--- src/rtl/eq_band_mixer.sv ---
// eq_band_mixer: weights NUM_BANDS filtered band samples by programmable
// Q2.10 gains and sums them with a single time-shared multiplier, producing
// one rounded, saturated sample per accepted enable strobe.
// Optional feature macro: MIX_CLIP_FLAG_EN (adds clip_clr input and a sticky
// clip_flag output that records saturation events).
module eq_band_mixer #(
  parameter int unsigned NUM_BANDS = 5,
  parameter int unsigned DATA_W    = 24,
  parameter int unsigned GAIN_W    = 12,
  parameter int unsigned GAIN_FRAC = 10
) (
  input  logic                          clk,
  input  logic                          rst_n,
  input  logic                          enable,
  input  logic [NUM_BANDS*DATA_W-1:0]   band_in,
  input  logic                          gain_wr_en,
  input  logic [$clog2(NUM_BANDS)-1:0]  gain_wr_addr,
  input  logic [GAIN_W-1:0]             gain_wr_data,
`ifdef MIX_CLIP_FLAG_EN
  input  logic                          clip_clr,
  output logic                          clip_flag,
`endif
  output logic [DATA_W-1:0]             audio_out,
  output logic                          out_valid,
  output logic                          busy
);

  localparam int unsigned ADDR_W = $clog2(NUM_BANDS);
  localparam int unsigned PROD_W = DATA_W + GAIN_W;
  localparam int unsigned ACC_W  = PROD_W + $clog2(NUM_BANDS);

  localparam logic [GAIN_W-1:0]       GAIN_UNITY = GAIN_W'(64'd1 << GAIN_FRAC);
  localparam logic [ADDR_W-1:0]       LAST_BAND  = ADDR_W'(NUM_BANDS - 1);
  localparam logic signed [ACC_W-1:0] ROUND_HALF = ACC_W'(64'd1 << (GAIN_FRAC - 1));
  localparam logic signed [ACC_W-1:0] SAT_MAX    = {{(ACC_W-DATA_W+1){1'b0}}, {(DATA_W-1){1'b1}}};
  localparam logic signed [ACC_W-1:0] SAT_MIN    = {{(ACC_W-DATA_W+1){1'b1}}, {(DATA_W-1){1'b0}}};

  typedef enum logic [1:0] {
    S_IDLE = 2'd0,
    S_LOAD = 2'd1,
    S_MAC  = 2'd2,
    S_DONE = 2'd3
  } state_t;

  state_t state, state_d;

  logic signed [DATA_W-1:0] band_snap [NUM_BANDS];
  logic signed [GAIN_W-1:0] gain_snap [NUM_BANDS];
  logic signed [GAIN_W-1:0] gain_reg  [NUM_BANDS];
  logic signed [ACC_W-1:0]  acc;
  logic [ADDR_W-1:0]        k;

  logic signed [PROD_W-1:0] product_c;
  logic signed [ACC_W-1:0]  rounded_c;
  logic signed [ACC_W-1:0]  shifted_c;
  logic                     sat_hi_c;
  logic                     sat_lo_c;
  logic [DATA_W-1:0]        sat_c;

  logic              busy_d;
  logic              valid_d;
  logic [DATA_W-1:0] audio_d;

  // One band product per MAC cycle, operands sign-extended to full product width
  assign product_c = PROD_W'(band_snap[k]) * PROD_W'(gain_snap[k]);

  // Round half up, drop the gain fraction, then clamp to the output range
  always_comb begin
    rounded_c = acc + ROUND_HALF;
    shifted_c = rounded_c >>> GAIN_FRAC;
    sat_hi_c  = (shifted_c > SAT_MAX);
    sat_lo_c  = (shifted_c < SAT_MIN);
    if (sat_hi_c) begin
      sat_c = SAT_MAX[DATA_W-1:0];
    end else if (sat_lo_c) begin
      sat_c = SAT_MIN[DATA_W-1:0];
    end else begin
      sat_c = shifted_c[DATA_W-1:0];
    end
  end

  // Next-state and next-output decode
  always_comb begin
    state_d = state;
    valid_d = 1'b0;
    audio_d = audio_out;
    unique case (state)
      S_IDLE: if (enable) state_d = S_LOAD;
      S_LOAD: state_d = S_MAC;
      S_MAC:  if (k == LAST_BAND) state_d = S_DONE;
      S_DONE: begin
        state_d = S_IDLE;
        valid_d = 1'b1;
        audio_d = sat_c;
      end
      default: state_d = S_IDLE;
    endcase
    busy_d = (state_d != S_IDLE);
  end

  // State and registered outputs
  always_ff @(posedge clk or negedge rst_n) begin
    if (!rst_n) begin
      state     <= S_IDLE;
      busy      <= 1'b0;
      out_valid <= 1'b0;
      audio_out <= '0;
    end else begin
      state     <= state_d;
      busy      <= busy_d;
      out_valid <= valid_d;
      audio_out <= audio_d;
    end
  end

  // Snapshot in LOAD, accumulate one band per MAC cycle
  always_ff @(posedge clk or negedge rst_n) begin
    if (!rst_n) begin
      acc <= '0;
      k   <= '0;
      for (int unsigned i = 0; i < NUM_BANDS; i++) begin
        band_snap[i] <= '0;
        gain_snap[i] <= '0;
      end
    end else begin
      unique case (state)
        S_LOAD: begin
          acc <= '0;
          k   <= '0;
          for (int unsigned i = 0; i < NUM_BANDS; i++) begin
            band_snap[i] <= band_in[i*DATA_W +: DATA_W];
            gain_snap[i] <= gain_reg[i];
          end
        end
        S_MAC: begin
          acc <= acc + ACC_W'(product_c);
          if (k != LAST_BAND) k <= k + ADDR_W'(1);
        end
        default: ;
      endcase
    end
  end

  // Gain register file; out-of-range addresses are dropped
  always_ff @(posedge clk or negedge rst_n) begin
    if (!rst_n) begin
      for (int unsigned i = 0; i < NUM_BANDS; i++) begin
        gain_reg[i] <= GAIN_UNITY;
      end
    end else if (gain_wr_en && (32'(gain_wr_addr) < NUM_BANDS)) begin
      gain_reg[gain_wr_addr] <= gain_wr_data;
    end
  end

`ifdef MIX_CLIP_FLAG_EN
  logic clip_d;

  // Sticky clip flag: a new clip wins over a simultaneous clear
  always_comb begin
    clip_d = clip_flag & ~clip_clr;
    if ((state == S_DONE) && (sat_hi_c || sat_lo_c)) clip_d = 1'b1;
  end

  // Clip flag register
  always_ff @(posedge clk or negedge rst_n) begin
    if (!rst_n) begin
      clip_flag <= 1'b0;
    end else begin
      clip_flag <= clip_d;
    end
  end
`endif

endmodule
--- config.mk ---
export PLATFORM = sky130hd
export DESIGN_NAME = eq_band_mixer
export DESIGN_NICKNAME = d
export VERILOG_FILES = /design/src/rtl/eq_band_mixer.sv
export SDC_FILE = /design/constraint.sdc
export NUM_CORES = 1
export LEC_CHECK = 0
export BUFFER_PORTS_ARGS = -buffer_cell sky130_fd_sc_hd__buf_2
export CORE_UTILIZATION = 50
export CTS_CLUSTER_SIZE = 28
export DETAILED_ROUTE_END_ITERATION = 10
export GPL_ROUTABILITY_DRIVEN = 0
export HOLD_SLACK_MARGIN = 0.02
export PLACE_DENSITY = 0.68
export RECOVER_POWER = 100
export SKIP_LAST_GASP = 1
export SYNTH_ARGS = -nofsm -noshare
export SYNTH_HDL_FRONTEND = slang
export SYNTH_SLANG_ARGS = --single-unit
--- constraint.sdc ---
create_clock -name clk -period 10.2 [get_ports clk]
set_input_delay 0.51 -clock clk [delete_from_list [all_inputs] [get_ports clk]]
set_output_delay 0.51 -clock clk [all_outputs]
set_load 0.02 [all_outputs]
# Word level (Yosys, flattened, before mapping)
# Index checks and enable logic that the tools add are counted.
# W data, S select, Z words.
[word_totals]
ff_bits = 310
latch_bits = 0
mem_bits_rw = 0
rom_bits = 0
inputBits = 139
wordCells = 63
memories = 0
[op_classes]
addsub = 3
multipliers = 1
div = 0
magnitude_cmp = 6
eq_ne = 6
shift = 0
muxes = 18
n_bitwise = 2
reduce_logical = 6
[ops]
columns = ["cell", "count"]
rows = [
  ["$mux W24", 4],
  ["$pmux W39 S2", 1],
  ["$bmux W24 S3", 1],
  ["$bwmux W60", 1],
  ["$add A39 B11 Y39 const B", 1],
  ["$add A39 B36 Y39", 1],
  ["$bmux W12 S3", 1],
  ["$demux W12 S3", 1],
  ["$mul A24 B12 Y36", 1],
  ["$mux W12", 3],
  ["$gt A29 B24 Y1 const B", 1],
  ["$lt A29 B24 Y1 const B", 1],
  ["$ge A4 B4 Y1 const B", 2],
  ["$not A3 Y4", 2],
  ["$pmux W2 S4", 1],
  ["$pmux W3 S2", 1],
  ["$eq A2 B2 Y1 const B", 2],
  ["$lt A4 B1 Y1 const B", 1],
  ["$mux W2", 2],
  ["$reduce_bool A2 Y1", 2],
  ["$add A3 B1 Y3 const B", 1],
  ["$eq A3 B3 Y1 const B", 1],
  ["$lt A3 B3 Y1 const B", 1],
  ["$mux W3", 1],
  ["7 further kinds", 8],
]

# Logic depth before layout (Yosys ltp)
# Gate-level depths: netlist (run 1).
[depth]
depth_word = 7
mapped_depth = 28

# Least setup slack after synthesis (run 1)
# OpenSTA, ideal clock, no wires.
[synth_timing]
kind = "reg2reg"
startpoint = "register k[2]"
endpoint = "register acc[38]"
arrival_time_ps = 6958
path_slack_ps = 3121
path_stages_with_launch = 28
n_path_buf = 3
synth_period_minus_slack_ps = 7079
cell_sequence = "dfrtp_1 > clkbuf_1 > buf_1 > mux2i_1 > nor2_1 > a21oi_1 > o22a_1 > clkbuf_1 > nor2_1 > fa_1 > inv_1 > fa_1 > inv_1 > fa_1 > inv_1 > fa_1 > fa_1 > inv_1 > ha_1 > ha_1 > o211ai_1 > o21ai_0 > o31ai_1 > o2111a_1 > o21ai_0 > a41oi_1 > xnor2_1 > a22o_1"
[synth_via]
elab_chain_len = 7
elab_cells_between_ends = 10
classes_between = "1 x add/sub; 1 x mul; 7 x mux; 1 x bitwise"
[synth_lines]
columns = ["item", "line", "rtl"]
rows = [
  ["start, declared", "51", "logic [ADDR_W-1:0] k;"],
  ["start signal, assigned", "137", "if (k != LAST_BAND) k <= k + ADDR_W'(1);"],
  ["$not A3 Y4 (not written as such) *", "65", "assign product_c = PROD_W'(band_snap[k]) * PROD_W'(gain_snap[k]);"],
  ["$bmux W24 S3 or $bmux W12 S3 (tied branches)", "65", ""],
  ["$mux W24 (not written as such) or $mux W12 (tied branches) (2 in a row)", "65", ""],
  ["$mul A24 B12 Y36 *", "65", ""],
  ["$add A39 B36 Y39 *", "136", "acc <= acc + ACC_W'(product_c);"],
  ["$pmux W39 S2 *", "126", "unique case (state)"],
  ["end signal, assigned", "136", ""],
  ["end, declared", "50", "logic signed [ACC_W-1:0] acc;"],
]
# Every way passes the cells marked *; elsewhere a longest branch is shown, timed or not. The select of a mux whose other input is x is not followed.
# A chain may end at the register's enable or synchronous reset.

# Worst setup path after layout (run 1)
[layout_timing]
startpoint = "register k[0]"
endpoint = "register acc[38]"
# The elaborated chain is that of the path after synthesis.

==> metrics.txt, run 1 <==
reg2reg start=k[0]; post-cts gate resize count=0; RSZ-0062 raised after global routing=no; Stages on worst setup path=22; drt first pass iters=5; # port buffers=164; Worst R2R Path Depth=22; final worst path period share=0.873; Die W=224 microns; hold_sp=band_in[111]; Post-route DRC=0; Clock Tree Buf Depth=3; final hold vios=0; clock buffer count from CTS=36; CP cell instances=inv_1 > nor2_1 > buf_4 > a21oi_1 > o22ai_1 > inv_1 > nor2_1 > fa_1 > fa_1 > fa_1 > fa_1 > fa_1 > ha_1 > ha_1 > nand4_1 > or3_1 > o22a_1 > o2111a_1 > o21ai_0 > a41oi_1 > xnor2_1 > a22o_1; Setup Skew=0.0166 ns; Synth Instances=2,260; cell mode on critical path=fa_1; routed len/inst=around 20 microns; Post-Route WL=60,700 microns; CTS Sinks=310; Slew Limit Fails=363; top cells by area, synth=dfrtp_1 31%, fa_1 25%, mux2_2 11%, ha_1 5.3%, inv_1 4.1%; H-Tree Depth=2; failing checks=capacitance limit, slew limit; core area=48,800 sq um; cell area after synthesis=24,700 sq um; IO Count=between 150 and 200; Setup Total Neg Slack=0 ns; pin count of the biggest net entering global routing=between 150 and 200; CTS tree=done; sequential share of the synthesized area=0.314; setup violators final=0; Critical Path Max Stage Delay=around 1.1 ns; Final Worst Setup Slack=1.30 ns; Synth Net Count=2,810; Setup CP Type=register to register; status=finished with violations; max reg flops=120; Clk Latency, worst-skew pair=0.56 ns; startpoint types=register; min cycle time layout=8.90 ns; Mapped Avg Cell Area=10.9 sq um; hold_ws=between 0.15 and 0.2 ns; hold-critical path depth=2; Fmax=roughly 110 MHz; Max Cap Viol=5; CP Max Fanout=74; Primary FF master, synth=dfrtp_1; vias in the first global route=about 19,000; Crit. Startpoint=k[0]; Post-synth EDFFs=0; Nets=2,935; CTS Hold Buffers Added=0; dpl ws=1.58 ns; Worst Path Required=10.65 ns; vias per cell=5.58; GRT overflow=0; post-CTS setup buffer count=0; count of antenna-violating nets left after detailed routing=0; post-synth top area cell=dfrtp_1; first-pass GRT wire length=just over 100,000 microns; num rows=81; DIE HEIGHT=224 microns; Crit path max-delay family=adder cells; Worst-path clk slew=0.06 ns; Slowest cell on crit path=dfrtp_4; Die Area=50,400 sq um; Hold Path Class=primary input to register; CP Buf/Inv Count=3; Initial Util=0.506; Final Instance Count excl. Fillers=3,079; initial antenna violation count=2; Placed Cells=3,011; asr flop ratio synth=1.00; drt initial violations=1,212; Synth top area share=0.309; Rel. slew slack=-3.99; Slew @ Worst Pin=7.49 ns; area grow syn2layout=11.4%; routed via count=17,200; Yosys warning count=0; Synth cell types=66; share of layout cells above drive strength 1=0.206; CP arrival=9.35 ns; post-synthesis register bit count=310; CTS Root Buffer Type=clkbuf_16; Total GRT Usage=0.257; kind of end point of the critical path=register; DP HPWL=between 40,000 and 50,000 microns
layout by cell type (no fill, tap or decap), types with 4 or more instances in the layout:
cell type | synthesis | final
a21o_1 | 20 | 20
a21oi_1 | 77 | 74
a22o_1 | 4 | 4
a31oi_1 | 9 | 8
and2_1 | 25 | 24
and3_1 | 6 | 6
buf_2 | 3 | 135
buf_4 | 1 | 25
bufinv_16 | 0 | 6
clkbuf_1 | 92 | 38
clkbuf_16 | 0 | 36
clkbuf_8 | 0 | 12
clkinv_2 | 0 | 5
dfrtp_1 | 305 | 302
dfstp_2 | 5 | 5
fa_1 | 307 | 307
ha_1 | 104 | 104
inv_1 | 271 | 271
mux2_2 | 240 | 239
mux2i_1 | 71 | 71
nand2_1 | 192 | 192
nand3_1 | 20 | 20
nand4_1 | 12 | 12
nor2_1 | 183 | 183
nor2b_1 | 21 | 21
nor3_1 | 15 | 15
nor4_1 | 5 | 5
o211ai_1 | 4 | 4
o21ai_0 | 31 | 30
o21bai_1 | 4 | 4
o22a_1 | 42 | 42
o22ai_1 | 56 | 51
o22ai_2 | 0 | 5
or2_2 | 5 | 5
or3_1 | 5 | 5
xnor2_1 | 43 | 43
xor2_1 | 17 | 17
synthesized netlist by cell type (4+ instances only):
library cell	n
and2_1	25
nand4_1	12
nor2b_1	21
a21oi_1	77
dfstp_2	5
nand2_1	192
fa_1	307
a31oi_1	9
dfrtp_1	305
a21o_1	20
mux2_2	240
o211ai_1	4
o21bai_1	4
or2_2	5
nor3_1	15
and3_1	6
nand2b_1	4
xor2_1	17
xnor2_1	43
buf_1	11
or3_1	5
o22a_1	42
nor2_1	183
o21ai_0	31
a22o_1	4
inv_1	271
nand3_1	20
ha_1	104
nor4_1	5
clkbuf_1	92
mux2i_1	71
o22ai_1	56
kinds of logic after synthesis:
group,share of synthesized area
muxes,0.140
adders and majority gates,0.301
and+or+nand+nor,0.0916
DFF,0.314
buffers and inverters,0.0590
AOI/OAI and AO/OA,0.0732
xor gates and xnor gates,0.0213
area by class of cell:
type	instances	area, sq um
fill	4156	21300
multi-input combinational	1569	15600
sequential	310	7770
clock buffer	50	1070
timing repair buffer	197	1020
inverter	271	1020
tap	664	831
clock inverter	16	269
antenna	2	5.00
path summary, 6_finish.rpt:
path / endpoint / slack [ns]
max: acc[38] / 1.30
min: band_snap[15] / 0.19
max reg2reg: acc[38] / 1.30
min reg2reg: audio_out[3] / 0.49
max in group asynchronous: band_snap[23] / 3.26
min in group asynchronous: acc[30] / 2.81
per-stage QoR:
step / area (sq um) / util
2_1_floorplan: 24700 / -
3_3_place_gp: 26300 / 0.538
6_report: 27500 / 0.564
4_1_cts: 27600 / 0.566
5_1_grt: 27500 / 0.564
3_5_place_dp: 26300 / 0.538
metal layers:
metal	vias up	routed length, microns	global-route usage
met5	-	0	0
met4	0	2300	0.102
met3	132	2750	0.0327
met2	492	31400	0.452
met1	8851	24300	0.322
li1	7711	-	-
Power of run 1 is not shown: default switching activity piles up to over one toggle a cycle in this logic, so the estimate is an artifact.
==> inputs of run 2 (changes only) <==
--- a/config.mk
+++ b/config.mk
@@ -7,9 +7,9 @@
 export LEC_CHECK = 0
 export BUFFER_PORTS_ARGS = -buffer_cell sky130_fd_sc_hd__buf_2
 export CORE_UTILIZATION = 50
+export CTS_BUF_LIST = sky130_fd_sc_hd__clkbuf_8
 export CTS_CLUSTER_SIZE = 28
 export DETAILED_ROUTE_END_ITERATION = 10
-export GPL_ROUTABILITY_DRIVEN = 0
 export HOLD_SLACK_MARGIN = 0.02
 export PLACE_DENSITY = 0.68
 export RECOVER_POWER = 100
==> run 2 against run 1 <==
The run still ends with capacitance limit, slew limit left. Global-route usage is 0.24 points higher. Non-clock buffer count is 5 higher. Final cell count is 0.94% higher. Sequential share of layout area is 0.30 points higher. Clock skew is 0.022 ns higher. Via count is 1.4% higher. Routed wire length is 1.3% higher. Hold slack worse by 0.12 ns. Die area stayed put. Core utilization is 0.60 points lower. Critical path type unchanged. Critical endpoint unchanged.
==> metrics.txt, run 2 (synthesis gave the netlist of run 1 again) <==
Reg area=7770 sq um; hold-critical path depth=2; Worst R2R Path Depth=22; min cycle time layout=approximately 8.7 ns; share of layout cells above drive strength 1=0.206; Slew @ Worst Pin=5.89 ns; dpl ws=2.17 ns; post-cts gate resize count=0; area grow syn2layout=10.2%; Hold EP=band_snap[41]; Slew Limit Fails=541; status=finished with violations; Die W=224 microns; num rows=between 80 and 90; Worst-path clk slew=~0.070 ns; most common cell after layout, fill and taps aside=fa_1; failing checks=capacitance limit, slew limit; hold_sp=band_in[89]; first-pass GRT wire length=102,000 microns; CTS Root Buffer Type=clkbuf_8; GRT overflow=0; Final Instance Count excl. Fillers=3,108; Initial Util=0.506; Setup Total Neg Slack=0 ns; worst r2r dst=acc[38]; Nets=2,957; core area=48,800 sq um; Final Cell Area=27,200 sq um; Clock Tree Buf Depth=3; Final Worst Setup Slack=1.48 ns; final worst path period share=0.855; Final GP Congestion=roughly 0.94; Clk Latency, worst-skew pair=0.68 ns; FILL cells=4,285; Die Area=just over 50,000 sq um; reg2reg start=k[0]; Crit path max-delay family=adder cells; CTS Hold Buffers Added=1; count of antenna-violating nets left after detailed routing=0; kind of end point of the critical path=register; setup violators final=0; clock buffer count from CTS=between 50 and 60; CTS Sinks=310; Setup CP Type=register to register; IO Count=about 170; multi-input logic area=15,600 sq um; Worst Path Required=10.74 ns; startpoint types=register; Setup Skew=0.0385 ns; post-CTS setup buffer count=0; commonest cells after routing, fill and taps aside=307 x fa_1, 302 x dfrtp_1, 291 x inv_1; CP arrival=9.26 ns; drt initial violations=between 1,000 and 1,500; final hold vios=0; Post-route DRC=0; RSZ-0062 raised after global routing=no; max reg flops=120; pin count of the biggest net entering global routing=108; Rel. slew slack=-2.93; CP Buf/Inv Count=3; Total GRT Usage=0.260; Hold Path Class=primary input to register; dpl cell area=26,300 sq um; Fmax=between 100 and 150 MHz; routed len/inst=19.8 microns; DP HPWL=47,000 microns; Max Cap Viol=8; CP cell instances=inv_1 > nor2_1 > clkbuf_1 > a21oi_1 > o22ai_1 > inv_1 > nor2_1 > fa_1 > fa_1 > fa_1 > fa_1 > fa_1 > ha_1 > ha_1 > nand4_1 > or3_1 > o22a_1 > o2111a_1 > o21ai_0 > a41oi_1 > xnor2_1 > a22o_1; # port buffers=~160; cell mode on critical path=fa_1; Placed Cells=3,015; vias in the first global route=a little under 20,000; H-Tree Depth=2; CP Max Fanout=13; Post-Route WL=61,500 microns; vias per cell=approximately 5.6; Critical Path Max Stage Delay=0.90 ns; Worst R2R Setup Slack=1.48 ns; routed via count=17,400; initial antenna violation count=3; drt first pass iters=6; DIE HEIGHT=between 200 and 250 microns; CTS tree=done; Slowest cell on crit path=nor2_1
run 2: worst max-delay path by stage:
| stage | startpoint | endpoint | slack (ns) | cells after the start |
|---|---|---|---|---|
| global placement | k[0] | acc[31] | 2.25 | 22 |
| floorplan | k[2] | acc[38] | 3.12 | 27 |
| detailed placement | k[0] | acc[31] | 2.17 | 22 |
| global route | k[0] | acc[37] | 0.99 | 22 |
| finish | k[0] | acc[38] | 1.48 | 22 |
| CTS | k[0] | acc[31] | 2.15 | 22 |
run 2: layer usage:
metal,vias up,share of wire,global-route usage
met5,-,0,0
met1,9046,0.40,0.327
met4,0,0.039,0.107
met2,492,0.51,0.452
met3,135,0.047,0.0337
li1,7761,-,-
run 2: cell type report:
| cell class | instances | area share |
|---|---|---|
| inverter | 271 | 0.0373 |
| sequential | 310 | 0.285 |
| antenna | 3 | 0.000276 |
| clock buffer | 61 | 0.0308 |
| multi-input combinational | 1569 | 0.571 |
| clock inverter | 28 | 0.00721 |
| tap | 664 | 0.0305 |
| timing repair buffer | 202 | 0.0378 |
run 2: metrics by stage:
| step | utilization | hold slack (ns) |
|---|---|---|
| 2_1_floorplan | - | 0.214 |
| 3_3_place_gp | 0.539 | 0.480 |
| 3_5_place_dp | 0.539 | 0.485 |
| 4_1_cts | 0.560 | 0.0342 |
| 5_1_grt | 0.558 | 0.0669 |
| 6_report | 0.558 | 0.0686 |
run 2: worst register-to-register path, cell delays in order, from the launching register on:
cell	delay, ns
dfrtp_4	0.40
inv_1	0.06
nor2_1	0.90
clkbuf_1	0.56
a21oi_1	0.18
o22ai_1	0.81
inv_1	0.21
nor2_1	0.21
fa_1	0.49
fa_1	0.55
fa_1	0.54
fa_1	0.52
fa_1	0.49
ha_1	0.30
ha_1	0.42
nand4_1	0.16
or3_1	0.41
o22a_1	0.20
o2111a_1	0.21
o21ai_0	0.43
a41oi_1	0.21
xnor2_1	0.16
a22o_1	0.20
Power of run 2 is left out for the same reason.
